==> src/rtl/video_stream_pkg.sv <==
// Shared definitions for the video stream blocks.
//   PIX_W / FB_ADDR_W : default pixel width and frame-buffer address width
//   DEF_WIDTH / DEF_HEIGHT : default frame geometry
//   rx_state_e : receiver framing state
//   pix_beat_t : one stream beat (start/end of packet + pixel)
package video_stream_pkg;

  localparam int unsigned PIX_W      = 8;
  localparam int unsigned FB_ADDR_W  = 19;
  localparam int unsigned DEF_WIDTH  = 640;
  localparam int unsigned DEF_HEIGHT = 480;

  typedef enum logic [1:0] {
    IDLE,
    ACTIVE,
    SKIP
  } rx_state_e;

  typedef struct packed {
    logic             sop;
    logic             eop;
    logic [PIX_W-1:0] data;
  } pix_beat_t;

endpackage

==> src/rtl/video_stream_receiver_if.sv <==
// Stream-in and pixel-write handshake bundle for video_stream_receiver.
//   in_*  : Avalon-ST pixel stream (ready/valid/sop/eop/data)
//   wr_*  : pixel write request toward a frame buffer (valid/ready/addr/data)
//   slave : receiver view; master : view of the source/sink around it
interface video_stream_receiver_if #(
  parameter int unsigned DATA_W = video_stream_pkg::PIX_W,
  parameter int unsigned ADDR_W = video_stream_pkg::FB_ADDR_W
) ();

  logic              in_ready;
  logic              in_valid;
  logic              in_startofpacket;
  logic              in_endofpacket;
  logic [DATA_W-1:0] in_data;

  logic              wr_valid;
  logic              wr_ready;
  logic [ADDR_W-1:0] wr_addr;
  logic [DATA_W-1:0] wr_data;

  modport slave (
    output in_ready,
    input  in_valid, in_startofpacket, in_endofpacket, in_data,
    output wr_valid, wr_addr, wr_data,
    input  wr_ready
  );

  modport master (
    input  in_ready,
    output in_valid, in_startofpacket, in_endofpacket, in_data,
    input  wr_valid, wr_addr, wr_data,
    output wr_ready
  );

endinterface

==> src/rtl/stream_skid_buffer.sv <==
// 2-entry skid buffer for a valid/ready stream.
//   clock, reset (async, active-low)
//   in_valid/in_ready/in_payload    : upstream side; in_ready is registered
//   out_valid/out_ready/out_payload : downstream side (head of buffer)
module stream_skid_buffer #(
  parameter int unsigned PAYLOAD_W = 10
) (
  input  logic                 clock,
  input  logic                 reset,
  input  logic                 in_valid,
  output logic                 in_ready,
  input  logic [PAYLOAD_W-1:0] in_payload,
  output logic                 out_valid,
  input  logic                 out_ready,
  output logic [PAYLOAD_W-1:0] out_payload
);

  logic [PAYLOAD_W-1:0] entry [2];
  logic                 rd_ptr, wr_ptr;
  logic [1:0]           count, count_next;
  logic                 ready_q;
  logic                 push, pop;

  assign push        = in_valid & ready_q;
  assign pop         = out_valid & out_ready;
  assign out_valid   = (count != 2'd0);
  assign out_payload = entry[rd_ptr];
  assign in_ready    = ready_q;

  always_comb begin
    count_next = count;
    case ({push, pop})
      2'b10:   count_next = count + 2'd1;
      2'b01:   count_next = count - 2'd1;
      default: count_next = count;
    endcase
  end

  always_ff @(posedge clock or negedge reset) begin
    if (!reset) begin
      entry[0] <= '0;
      entry[1] <= '0;
      rd_ptr   <= 1'b0;
      wr_ptr   <= 1'b0;
      count    <= '0;
      ready_q  <= 1'b0;
    end else begin
      if (push) begin
        entry[wr_ptr] <= in_payload;
        wr_ptr        <= ~wr_ptr;
      end
      if (pop) rd_ptr <= ~rd_ptr;
      count   <= count_next;
      // Ready is computed from the next occupancy so it is a flop output.
      ready_q <= (count_next < 2'd2);
    end
  end

endmodule

==> src/rtl/video_stream_receiver.sv <==
// Avalon-ST video sink: turns framed pixel packets into row-major pixel
// writes (wr_addr = y*WIDTH+x), checks framing and counts good frames.
//   clock, reset        : system clock, async active-low reset
//   bus (slave)         : in_* stream input, wr_* pixel write output
//   frame_done          : pulse when the last pixel of a good frame is written
//   frame_count         : completed-frame counter (wraps)
//   err_short/err_long  : sticky framing errors, cleared by clear_errors
//   frame_checksum      : only with VIDEO_RX_CHECKSUM_EN; 16-bit pixel sum of
//                         the last completed frame
module video_stream_receiver
  import video_stream_pkg::*;
#(
  parameter int unsigned WIDTH  = DEF_WIDTH,
  parameter int unsigned HEIGHT = DEF_HEIGHT,
  parameter int unsigned DATA_W = PIX_W,
  parameter int unsigned ADDR_W = FB_ADDR_W
) (
  input  logic                    clock,
  input  logic                    reset,
  video_stream_receiver_if.slave  bus,
  output logic                    frame_done,
  output logic [15:0]             frame_count,
  output logic                    err_short,
  output logic                    err_long,
  input  logic                    clear_errors
`ifdef VIDEO_RX_CHECKSUM_EN
  ,output logic [15:0]            frame_checksum
`endif
);

  localparam int unsigned      TOTAL = WIDTH * HEIGHT;
  localparam logic [ADDR_W-1:0] LAST = ADDR_W'(TOTAL - 1);

  typedef struct packed {
    logic              sop;
    logic              eop;
    logic [DATA_W-1:0] data;
  } beat_t;

  beat_t             in_beat, head;
  logic              head_valid, head_pop, can_load;
  rx_state_e         state, state_next;
  logic [ADDR_W-1:0] idx, idx_next, idx_inc, load_addr;
  logic              load, load_last, sop_load, set_short, set_long;
  logic              wr_valid_q, wr_last_q;
  logic [ADDR_W-1:0] wr_addr_q;
  logic [DATA_W-1:0] wr_data_q;

  assign in_beat = '{sop: bus.in_startofpacket, eop: bus.in_endofpacket, data: bus.in_data};

  stream_skid_buffer #(.PAYLOAD_W($bits(beat_t))) u_skid (
    .clock       (clock),
    .reset       (reset),
    .in_valid    (bus.in_valid),
    .in_ready    (bus.in_ready),
    .in_payload  (in_beat),
    .out_valid   (head_valid),
    .out_ready   (head_pop),
    .out_payload (head)
  );

  // The write register can take a new pixel when empty or retiring this cycle.
  assign can_load = ~wr_valid_q | bus.wr_ready;
  assign head_pop = head_valid & can_load;
  assign idx_inc  = idx + ADDR_W'(1);

  always_comb begin
    state_next = state;
    idx_next   = idx;
    load       = 1'b0;
    load_addr  = '0;
    load_last  = 1'b0;
    sop_load   = 1'b0;
    set_short  = 1'b0;
    set_long   = 1'b0;
    if (head_pop) begin
      if (head.sop) begin
        // SOP restarts a frame from any state.
        load     = 1'b1;
        sop_load = 1'b1;
        idx_next = '0;
        if (state == ACTIVE) set_short = 1'b1;
        if (head.eop) begin
          state_next = IDLE;
          if (TOTAL > 1) set_short = 1'b1;
          else           load_last = 1'b1;
        end else if (TOTAL == 1) begin
          set_long   = 1'b1;
          state_next = SKIP;
        end else begin
          state_next = ACTIVE;
        end
      end else begin
        case (state)
          ACTIVE: begin
            load      = 1'b1;
            load_addr = idx_inc;
            idx_next  = idx_inc;
            if (idx_inc == LAST) begin
              if (head.eop) begin
                load_last  = 1'b1;
                state_next = IDLE;
              end else begin
                set_long   = 1'b1;
                state_next = SKIP;
              end
            end else if (head.eop) begin
              set_short  = 1'b1;
              state_next = IDLE;
            end
          end
          SKIP:    if (head.eop) state_next = IDLE;
          default: state_next = IDLE;
        endcase
      end
    end
  end

  assign frame_done   = wr_valid_q & wr_last_q & bus.wr_ready;
  assign bus.wr_valid = wr_valid_q;
  assign bus.wr_addr  = wr_addr_q;
  assign bus.wr_data  = wr_data_q;

  always_ff @(posedge clock or negedge reset) begin
    if (!reset) begin
      state       <= IDLE;
      idx         <= '0;
      wr_valid_q  <= 1'b0;
      wr_last_q   <= 1'b0;
      wr_addr_q   <= '0;
      wr_data_q   <= '0;
      frame_count <= '0;
      err_short   <= 1'b0;
      err_long    <= 1'b0;
    end else begin
      state <= state_next;
      idx   <= idx_next;
      if (load) begin
        wr_valid_q <= 1'b1;
        wr_last_q  <= load_last;
        wr_addr_q  <= load_addr;
        wr_data_q  <= head.data;
      end else if (bus.wr_ready) begin
        wr_valid_q <= 1'b0;
        wr_last_q  <= 1'b0;
      end
      if (frame_done) frame_count <= frame_count + 16'd1;
      if (clear_errors) begin
        err_short <= 1'b0;
        err_long  <= 1'b0;
      end else begin
        if (set_short) err_short <= 1'b1;
        if (set_long)  err_long  <= 1'b1;
      end
    end
  end

`ifdef VIDEO_RX_CHECKSUM_EN
  logic [15:0] cksum_acc;

  // On a same-cycle SOP load and frame_done, the latch sees the old frame sum.
  always_ff @(posedge clock or negedge reset) begin
    if (!reset) begin
      cksum_acc      <= '0;
      frame_checksum <= '0;
    end else begin
      if (load) cksum_acc <= (sop_load ? 16'd0 : cksum_acc) + 16'(head.data);
      if (frame_done) frame_checksum <= cksum_acc;
    end
  end
`endif

endmodule
==> src/flat_wrapper.sv <==
// flat-port wrapper written by rule: the top's interface ports become plain ports
module video_stream_receiver_flat import video_stream_pkg::*;
#(
  parameter int unsigned WIDTH  = DEF_WIDTH,
  parameter int unsigned HEIGHT = DEF_HEIGHT,
  parameter int unsigned DATA_W = PIX_W,
  parameter int unsigned ADDR_W = FB_ADDR_W
)
  (clock, reset, frame_done, frame_count, err_short, err_long, clear_errors, bus_in_ready, bus_in_valid, bus_in_startofpacket, bus_in_endofpacket, bus_in_data, bus_wr_valid, bus_wr_addr, bus_wr_data, bus_wr_ready);
  video_stream_receiver_if #(.DATA_W(DATA_W), .ADDR_W(ADDR_W)) bus_i ();
  input  logic clock;
  input  logic reset;
  output logic frame_done;
  output logic [15:0] frame_count;
  output logic err_short;
  output logic err_long;
  input  logic clear_errors;
  output wire logic [$bits(bus_i.in_ready)-1:0] bus_in_ready;
  input wire logic [$bits(bus_i.in_valid)-1:0] bus_in_valid;
  input wire logic [$bits(bus_i.in_startofpacket)-1:0] bus_in_startofpacket;
  input wire logic [$bits(bus_i.in_endofpacket)-1:0] bus_in_endofpacket;
  input wire logic [$bits(bus_i.in_data)-1:0] bus_in_data;
  output wire logic [$bits(bus_i.wr_valid)-1:0] bus_wr_valid;
  output wire logic [$bits(bus_i.wr_addr)-1:0] bus_wr_addr;
  output wire logic [$bits(bus_i.wr_data)-1:0] bus_wr_data;
  input wire logic [$bits(bus_i.wr_ready)-1:0] bus_wr_ready;
  assign bus_in_ready = bus_i.in_ready;
  assign bus_i.in_valid = bus_in_valid;
  assign bus_i.in_startofpacket = bus_in_startofpacket;
  assign bus_i.in_endofpacket = bus_in_endofpacket;
  assign bus_i.in_data = bus_in_data;
  assign bus_wr_valid = bus_i.wr_valid;
  assign bus_wr_addr = bus_i.wr_addr;
  assign bus_wr_data = bus_i.wr_data;
  assign bus_i.wr_ready = bus_wr_ready;
  video_stream_receiver #(.WIDTH(WIDTH), .HEIGHT(HEIGHT), .DATA_W(DATA_W), .ADDR_W(ADDR_W)) u_core (.clock(clock), .reset(reset), .bus(bus_i), .frame_done(frame_done), .frame_count(frame_count), .err_short(err_short), .err_long(err_long), .clear_errors(clear_errors));
endmodule
==> config.mk <==
export PLATFORM = sky130hd
export DESIGN_NAME = video_stream_receiver_flat
export DESIGN_NICKNAME = d
export VERILOG_FILES = /design/src/rtl/video_stream_pkg.sv /design/src/rtl/video_stream_receiver_if.sv /design/src/rtl/stream_skid_buffer.sv /design/src/rtl/video_stream_receiver.sv /design/src/flat_wrapper.sv
export SDC_FILE = /design/constraint.sdc
export NUM_CORES = 1
export LEC_CHECK = 0
export CELL_PAD_IN_SITES_DETAIL_PLACEMENT = 1
export CELL_PAD_IN_SITES_GLOBAL_PLACEMENT = 2
export CORE_MARGIN = 3
export CORE_UTILIZATION = 35
export CTS_BUF_LIST = sky130_fd_sc_hd__clkbuf_4 sky130_fd_sc_hd__clkbuf_8 sky130_fd_sc_hd__clkbuf_16
export DETAILED_ROUTE_END_ITERATION = 6
export PLACE_DENSITY_LB_ADDON = 0.1
export SYNTH_ARGS = -nofsm -noshare
export SYNTH_HDL_FRONTEND = slang
export SYNTH_SLANG_ARGS = --single-unit
==> constraint.sdc <==
create_clock -name clock -period 2.5 [get_ports clock]
set_input_delay 0.25 -clock clock [delete_from_list [all_inputs] [get_ports clock]]
set_output_delay 0.25 -clock clock [all_outputs]
set_load 0.05 [all_outputs]
# Word level (Yosys, flattened, before mapping)
# Cells that the tools add are included.
# totals
reg_bits	93
in_bits	15
output_inout_bits	48
wordCells	89
# op_classes
addsub	4
magnitude_cmp	4
eq_ne	5
n_mux	43
bitwise_logic	11
reduce_logical	7
# ops
op	count
$mux 19	5
$mux 10	4
$mux 1	26
$bwmux 20	1
$add 19x1->19 const B	1
$eq 19x19->1 const B	1
$add 16x1->16 const B	1
$demux 10 s1	1
$reduce_bool 2->1	5
$mux 2	4
$pmux 2 s2	2
$and 1x1->1	5
$eq 2x1->1 const B	2
$eq 2x2->1 const B	2
$ge 2x2->1 const B	2
$not 1->2	2
$not 1->1	3
$add 2x1->2 const B	1
$lt 2x1->1 const B	1
$lt 2x2->1 const B	1
$reduce_and 2->1	1
$sub 2x1->2 const B	1
$logic_and 1x1->1	1
$or 1x1->1	1

# Longest topological paths before layout
# Gate-level depths: netlist (run 1).
# logic_depth
word_depth	11
ltp_mapped	8
depth_no_buf	7

# Modules after synthesis
# Synthesis (run 1) repeated with hierarchy kept, for this count alone.
# hier_totals
cells_unflattened	414
area_unflattened_um2	4488.1
# by_module_without_submodules
mod	instances	cells_each	area_each_um2
video_stream_receiver	1	343	3369.5
stream_skid_buffer	1	71	1118.6

# Least setup slack after synthesis (run 1)
# Ideal clock, no wire load.
# synth_path
path_type	reg-to-reg
start	register u_core.idx[0]
end	register u_core.err_long
t_arrival_ns	2.145
required_ns	2.396
path_slack_ns	0.251
stages_incl_launch_ff	8
path_buffers	0
cell_sequence	dfrtp_1 > ha_1 > nand4_1 > nor4_1 > xnor2_1 > o21ai_0 > or4_4 > o41ai_2
# synth_between
elab_chain_len	7
# synth_rtl
element	line	text
start: declaration	video_stream_receiver.sv:43	logic [ADDR_W-1:0] idx, idx_next, idx_inc, load_addr;
start signal: assignment	video_stream_receiver.sv:137	idx <= idx_next;
$add 19x1->19	video_stream_receiver.sv:65	assign idx_inc = idx + ADDR_W'(1);
$eq 19x19->1	video_stream_receiver.sv:99	if (idx_inc == LAST) begin
$mux 1	video_stream_receiver.sv:99	
$mux 1	video_stream_receiver.sv:94	case (state)
$mux 1	video_stream_receiver.sv:77	if (head.sop) begin
$mux 1	video_stream_receiver.sv:76	if (head_pop) begin
$reduce_bool 2->1 (no source line)	--	
end signal: assignment	video_stream_receiver.sv:134	err_long <= 1'b0;
end signal: assignment	video_stream_receiver.sv:150	err_long <= 1'b0;
end signal: assignment	video_stream_receiver.sv:153	if (set_long) err_long <= 1'b1;
end: declaration	video_stream_receiver.sv:24	output logic err_long,
# No other way between the ends.
# A chain may end at the register's enable or synchronous reset.

# Worst setup path in the final report (run 1)
# layout_path
start	register u_core.idx[8]
end	register u_core.err_long
# The elaborated chain is that of the path after synthesis.

==> results.sh, run 1 <==
export IMPL_drtPass1Iterations=4
export IMPL_portBuffers=62
export IMPL_final_nets=504
export IMPL_setup_tns_ns=0
export IMPL_cp_max_fo=6
export IMPL_clk_pin_slew_ns=0.07
export IMPL_finalHoldViolations=0
export IMPL_fp_dieH_um=117.8
export IMPL_syn_nets=433
export IMPL_wl_met2_um=5042
export IMPL_power_density_nw_per_um2=965.6
export IMPL_worstMarginPinSlew_ns=0.9883
export IMPL_ys_async_sr_fraction_pct=100.0
export IMPL_synth_area_leaders="dfrtp_1 (53%), mux2_2 (5.9%), o21ai_0 (5.3%)"
export IMPL_dp_cells=638
export IMPL_highest_layer="met4"
export IMPL_cp_arrival_ns=2.57
export IMPL_die_x_um=117.8
export IMPL_synth_edf_count=0
export IMPL_cts_buffers=9
export IMPL_crit_type="reg -> reg"
export IMPL_m1WireLength_um=4775
export IMPL_dominantRegCellSynth="dfrtp_1"
export IMPL_p_total_uw=5432
export IMPL_grt_setup_unrepaired="false"
export IMPL_antenna_found_initial=0
export IMPL_grt_pass1_wl_um=17770
export IMPL_end_kind="flip-flop"
export IMPL_grt_max_degree=47
export IMPL_synth_seq_cells=93
export IMPL_gp_congestion=0.7917
export IMPL_overflow=0
export IMPL_met3WireLength_um=428
export IMPL_ios=63
export IMPL_syn_instance_count=412
export IMPL_synthMostInstantiatedCell="dfrtp_1"
export IMPL_yosysWarnings=0
export IMPL_cts_tree="done"
export IMPL_cts_max_level=3
export IMPL_ys_seq_area_share_pct=53.19
export IMPL_dieArea_um2=13880
export IMPL_slew_headroom_pct=33.87
export IMPL_route_detailed_drc=0
export IMPL_slew_violations=0
export IMPL_critical_path_required_ns=2.74
export IMPL_grt_pass1_vias=3431
export IMPL_outcome="finished, final reports clean"
export IMPL_reg2reg_depth=6
export IMPL_wl_per_cell_um=15.85
export IMPL_start_util_pct=36.13
export IMPL_ctsRootBufferMaster="clkbuf_16"
export IMPL_place_hpwl_um=7234
export IMPL_setup_viol=0
export IMPL_drtIter0Drc=123
export IMPL_syn_area_per_cell_um2=10.62
export IMPL_syn_cell_area_um2=4375
export IMPL_synth_top_area_share_pct=53.19
export IMPL_syn_to_final_growth_pct=28.57
export IMPL_timing_final_crit_share_pct=93.09
export IMPL_holdCritPathClass="in -> async"
export IMPL_num_rows=40
export IMPL_synthTopCellsByCount="dfrtp_1 (93), nand2_1 (47), o21ai_0 (46)"
export IMPL_peakVddDrop_v=0.0006958
export IMPL_ant_nets=0
export IMPL_drive_gt1_share_pct=14.75
export IMPL_yosysUniqueCellTypes=47
export IMPL_p_leak_uw=0.002497
export IMPL_cap_viol_max_count=0
export IMPL_insertedDiodeCount=0
export IMPL_wl_um=10400
export IMPL_period_needed_ns=2.327
export IMPL_finalNonFillerCells=656
export IMPL_vias=3268
export IMPL_synth_top_cell_by_area="dfrtp_1"
export IMPL_track_usage_pct=15.94
export IMPL_core_um2=12110
export IMPL_cts_sinks=93
export IMPL_fin_util_pct=46.45
export IMPL_clockBufferDepth=2
export IMPL_clk_latency_ns=0.36
export IMPL_viasPerCell=4.982
export IMPL_clock_skew_ns=0.009028
export IMPL_worstSetupStartpointType="flip-flop"
export IMPL_max_freq_ghz=0.4297
worst paths after layout:
kind                                             start                     end  slack (ns)
max in group asynchronous                        reset         u_core.err_long        1.47
worst min register to register  u_core.bus.wr_addr[17]  u_core.bus.wr_addr[17]        0.48
worst min-delay path                             reset  u_core.bus.wr_addr[12]        0.41
worst max register to register           u_core.idx[8]         u_core.err_long        0.17
worst max-delay path                     u_core.idx[8]         u_core.err_long        0.17
min in group clock              u_core.bus.wr_addr[17]  u_core.bus.wr_addr[17]        0.48
layout make-up:
type / instances / area (um2)
Timing Repair Buffer: 83 / 800.8
Clock inverter: 4 / 55.05
Clock buffer: 12 / 260.3
Multi-Input combinational cell: 291 / 1952
Fill cell: 1370 / 6486
Inverter: 5 / 18.77
Tap cell: 168 / 210.2
Sequential cell: 93 / 2328
sequential cells by signal, indices dropped and copies added, names as in the netlist:
register and flops:
u_core.idx 19, u_core.u_skid.wr_ptr 1, u_core.u_skid.rd_ptr 1, u_core.u_skid.entry 20
u_core.u_skid.count 2, u_core.wr_last_q 1, u_core.err_long 1, u_core.frame_count 16
u_core.bus.wr_addr 19, u_core.bus.wr_data 8, u_core.err_short 1, u_core.bus.wr_valid 1
u_core.u_skid.in_ready 1, u_core.state 2
stage by stage:
stage | hold WS (ns) | setup slack (ns) | area, um2
finish | 0.4067 | 0.1729 | 5625
global route | 0.4556 | 0.01098 | 5625
CTS | 0.4134 | 0.05820 | 5610
detailed placement | 0.2525 | 0.09200 | 5285
global placement | 0.2506 | 0.1839 | 5285
floorplan | -0.04559 | 0.2513 | 4375
kinds of logic (layout without fill, tap and decap cells):
family	after synthesis	after routing	synth area share, %
fa+ha+maj	6	6	1.716
simple gates	141	141	16.84
mux	33	33	8.207
buf+inv	28	104	2.602
xor+xnor	36	36	7.206
flops	93	93	53.19
compound gates	75	75	10.24
what timing repair did:
item,4_1_cts,5_1_grt
hold buffers,1,0
endpoints found under the setup margin,0,5
hold endpoints to repair,33,0
gates resized for setup,0,2
setup buffers,0,1
where the power goes:
| group | internal (uW) | total [uW] | switching [uW] | leakage, uW |
|---|---|---|---|---|
| clock network | 846 | 1440 | 593 | 0.000153 |
| logic | 760 | 1970 | 1210 | 0.00112 |
| registers | 1840 | 2020 | 180 | 0.00123 |
| total | 3440 | 5430 | 1990 | 0.00250 |
cells in the final DEF (no fill, tap or decap), types with 4 or more instances in the layout:
| cell type | n |
|---|---|
| dfrtp_1 | 92 |
| clkdlybuf4s50_1 | 60 |
| nand2_1 | 47 |
| o21ai_0 | 45 |
| nand3_1 | 24 |
| nor2_1 | 23 |
| mux2_2 | 23 |
| buf_4 | 20 |
| xnor2_1 | 19 |
| xor2_1 | 17 |
| mux2i_1 | 10 |
| nand4_1 | 9 |
| clkbuf_16 | 9 |
| a21o_1 | 7 |
| o31ai_1 | 7 |
| ha_1 | 6 |
| inv_1 | 5 |
| and3_1 | 5 |
| nor2b_1 | 5 |
| nand2b_1 | 4 |
| a31oi_1 | 4 |
worst max-delay path, cell delays in order, from the launching register on:
cell and delay (ns):
dfrtp_1 0.46, nand4_1 0.29, nor4_4 0.33, xor2_1 0.26, o21ai_1 0.11, or4_4 0.55
o41ai_2 0.23
metal layers:
metal  GRT usage (%)  up-vias
met5               0        -
li1                -     1579
met2           25.04       50
met3           4.517       10
met1           21.08     1629
met4           5.714        0
Note: power is estimated with default switching activity, not from simulation.
==> inputs of run 2 (changes only) <==
Settings changed: CORE_ASPECT_RATIO from default to 1.1.
==> run 2 against run 1 <==
Maximum frequency barely moved; register-to-register slack is essentially flat; non-clock buffer count fell by 2; worst setup slack better by 0.0013 ns; sequential power is essentially flat; wire length is 0.91% lower; die area barely moved; critical path depth unchanged; total power is essentially flat; core utilization shrank 0.30 points; count of clock-buffer cells in the layout unchanged; critical path type unchanged; critical endpoint unchanged; highest routed layer unchanged.
==> results.sh, run 2 (synthesis gave the netlist of run 1 again) <==
export IMPL_grt_pass1_wl_um=17350
export IMPL_die_x_um=112.6
export IMPL_antenna_found_initial=0
export IMPL_clk_latency_ns=0.34
export IMPL_drive_gt1_share_pct=14.40
export IMPL_insertedDiodeCount=0
export IMPL_grt_setup_unrepaired="false"
export IMPL_fillers=1323
export IMPL_gp_congestion=0.7693
export IMPL_layout_common_cells="dfrtp_1 (92), clkdlybuf4s50_1 (60), nand2_1 (47)"
export IMPL_slew_violations=0
export IMPL_netSwitchingPower_uw=1987
export IMPL_end_kind="flip-flop"
export IMPL_timing_final_crit_share_pct=93.03
export IMPL_cts_sinks=93
export IMPL_cts_max_level=3
export IMPL_route_detailed_drc=0
export IMPL_ios=63
export IMPL_largest_reg_flops=20
export IMPL_vias=3260
export IMPL_cp_max_fo=9
export IMPL_max_freq_ghz=0.4300
export IMPL_period_needed_ns=2.326
export IMPL_setup_tns_ns=0
export IMPL_viasPerCell=5.094
export IMPL_worst_slack_ns=0.1742
export IMPL_peakVddDrop_v=0.0006770
export IMPL_clk_pin_slew_ns=0.07
export IMPL_clock_skew_ns=0.008284
export IMPL_outcome="finished, final reports clean"
export IMPL_wl_per_cell_um=16.09
export IMPL_overflow=0
export IMPL_p_leak_uw=0.002492
export IMPL_cts_tree="done"
export IMPL_final_area_um2=5602
export IMPL_fp_dieH_um=123.3
export IMPL_worstSetupStartpointType="flip-flop"
export IMPL_ctsRootBufferMaster="clkbuf_16"
export IMPL_cts_buffers=9
export IMPL_setup_viol=0
export IMPL_core_um2=12140
export IMPL_track_usage_pct=15.81
export IMPL_portBuffers=62
export IMPL_power_density_nw_per_um2=968.7
export IMPL_place_area_um2=5273
export IMPL_drtPass1Iterations=4
export IMPL_r2r_start="u_core.idx[3]"
export IMPL_comb_power_share_pct=36.1
export IMPL_pwr_share_seq_pct=37.6
export IMPL_r2r_slack_ns=0.17
export IMPL_final_nets=502
export IMPL_dieArea_um2=13880
export IMPL_start_util_pct=36.04
export IMPL_cap_viol_max_count=0
export IMPL_slew_headroom_pct=27.52
export IMPL_power_share_switching_pct=36.62
export IMPL_post_place_ws_ns=0.1453
export IMPL_holdCritPathClass="in -> async"
export IMPL_pwr_share_clk_pct=26.4
export IMPL_reg2reg_depth=6
export IMPL_top_register="u_core.u_skid.entry"
export IMPL_drtIter0Drc=92
export IMPL_wl_um=10300
export IMPL_grt_pass1_vias=3355
export IMPL_finalHoldViolations=0
export IMPL_critical_path_required_ns=2.74
export IMPL_crit_type="reg -> reg"
export IMPL_worstMarginPinSlew_ns=1.083
export IMPL_clockBufferDepth=2
export IMPL_syn_to_final_growth_pct=28.02
export IMPL_grt_max_degree=49
export IMPL_ant_nets=0
export IMPL_num_rows=42
export IMPL_layout_commonest_cell="dfrtp_1"
export IMPL_worstReg2RegEnd="u_core.err_long"
export IMPL_cp_arrival_ns=2.56
export IMPL_p_int_uw=3439
export IMPL_place_hpwl_um=7230
[run 2: cell types whose count changed in the layout (fill, tap and decap cells not counted), sizes merged]
| cell | delta |
|---|---|
| buf | -2 |
[run 2: final cells by class]
cell class	count	area [um2]	share of cell area (%)
Inverter	5	18.77	0.3350
Clock buffer	12	260.3	4.646
Clock inverter	4	55.05	0.9828
Multi-Input combinational cell	291	1948	34.78
Tap cell	154	192.7	3.440
Timing Repair Buffer	81	798.3	14.25
Sequential cell	93	2328	41.57
[run 2: power groups by stage]
stage          combinational [uW]  sequential (uW)  clock, uW
6_report                     1960             2040       1430
5_1_grt                      2150             2090       1540
4_1_cts                      2000             2040       1480
3_5_place_dp                 1990             2060          0
3_3_place_gp                 1950             2050          0
2_1_floorplan                 976             2370          0
[run 2: what timing repair did]
| item | CTS | global route |
|---|---|---|
| endpoints found under the setup margin | 0 | 5 |
| gates resized for setup | 0 | 2 |
| hold buffers | 1 | 0 |
| endpoints found under the hold margin | 19 | 0 |
| buffers inserted | 0 | 0 |
[run 2: layer usage]
metal / global-route usage [%] / routed length [um] / vias to the layer above
met5: 0 / 0 / -
met3: 3.573 / 397 / 12
li1: - / - / 1581
met2: 25.59 / 5018 / 45
met4: 6.536 / 163 / 0
met1: 20.55 / 4722 / 1622
[run 2: worst max path at each step]
stage,depth (start not counted),from,to
final,6,u_core.idx[3],u_core.err_long
after global routing,6,u_core.idx[3],u_core.err_long
after floorplan,7,u_core.idx[0],u_core.err_long
after detailed placement,7,u_core.idx[1],u_core.err_long
after global placement,7,u_core.idx[1],u_core.err_long
after CTS,7,u_core.idx[1],u_core.err_long
[run 2: stage by stage]
step	std cells	power (uW)	util, %	hold slack (ns)
final	640	5426	46.15	0.2820
after global placement	623	4004	43.43	0.09440
after floorplan	412	3344	-	-0.04559
after detailed placement	623	4054	43.43	0.09413
after CTS	640	5520	46.11	0.2675
after global routing	640	5791	46.15	0.3072
[run 2: worst max-delay path, stage by stage (launching register included)]
cell     delay (ns)
dfrtp_1        0.55
nand2_2        0.20
nor4_4         0.32
xor2_1         0.27
o21ai_1        0.11
or4_4          0.54
o41ai_2        0.21
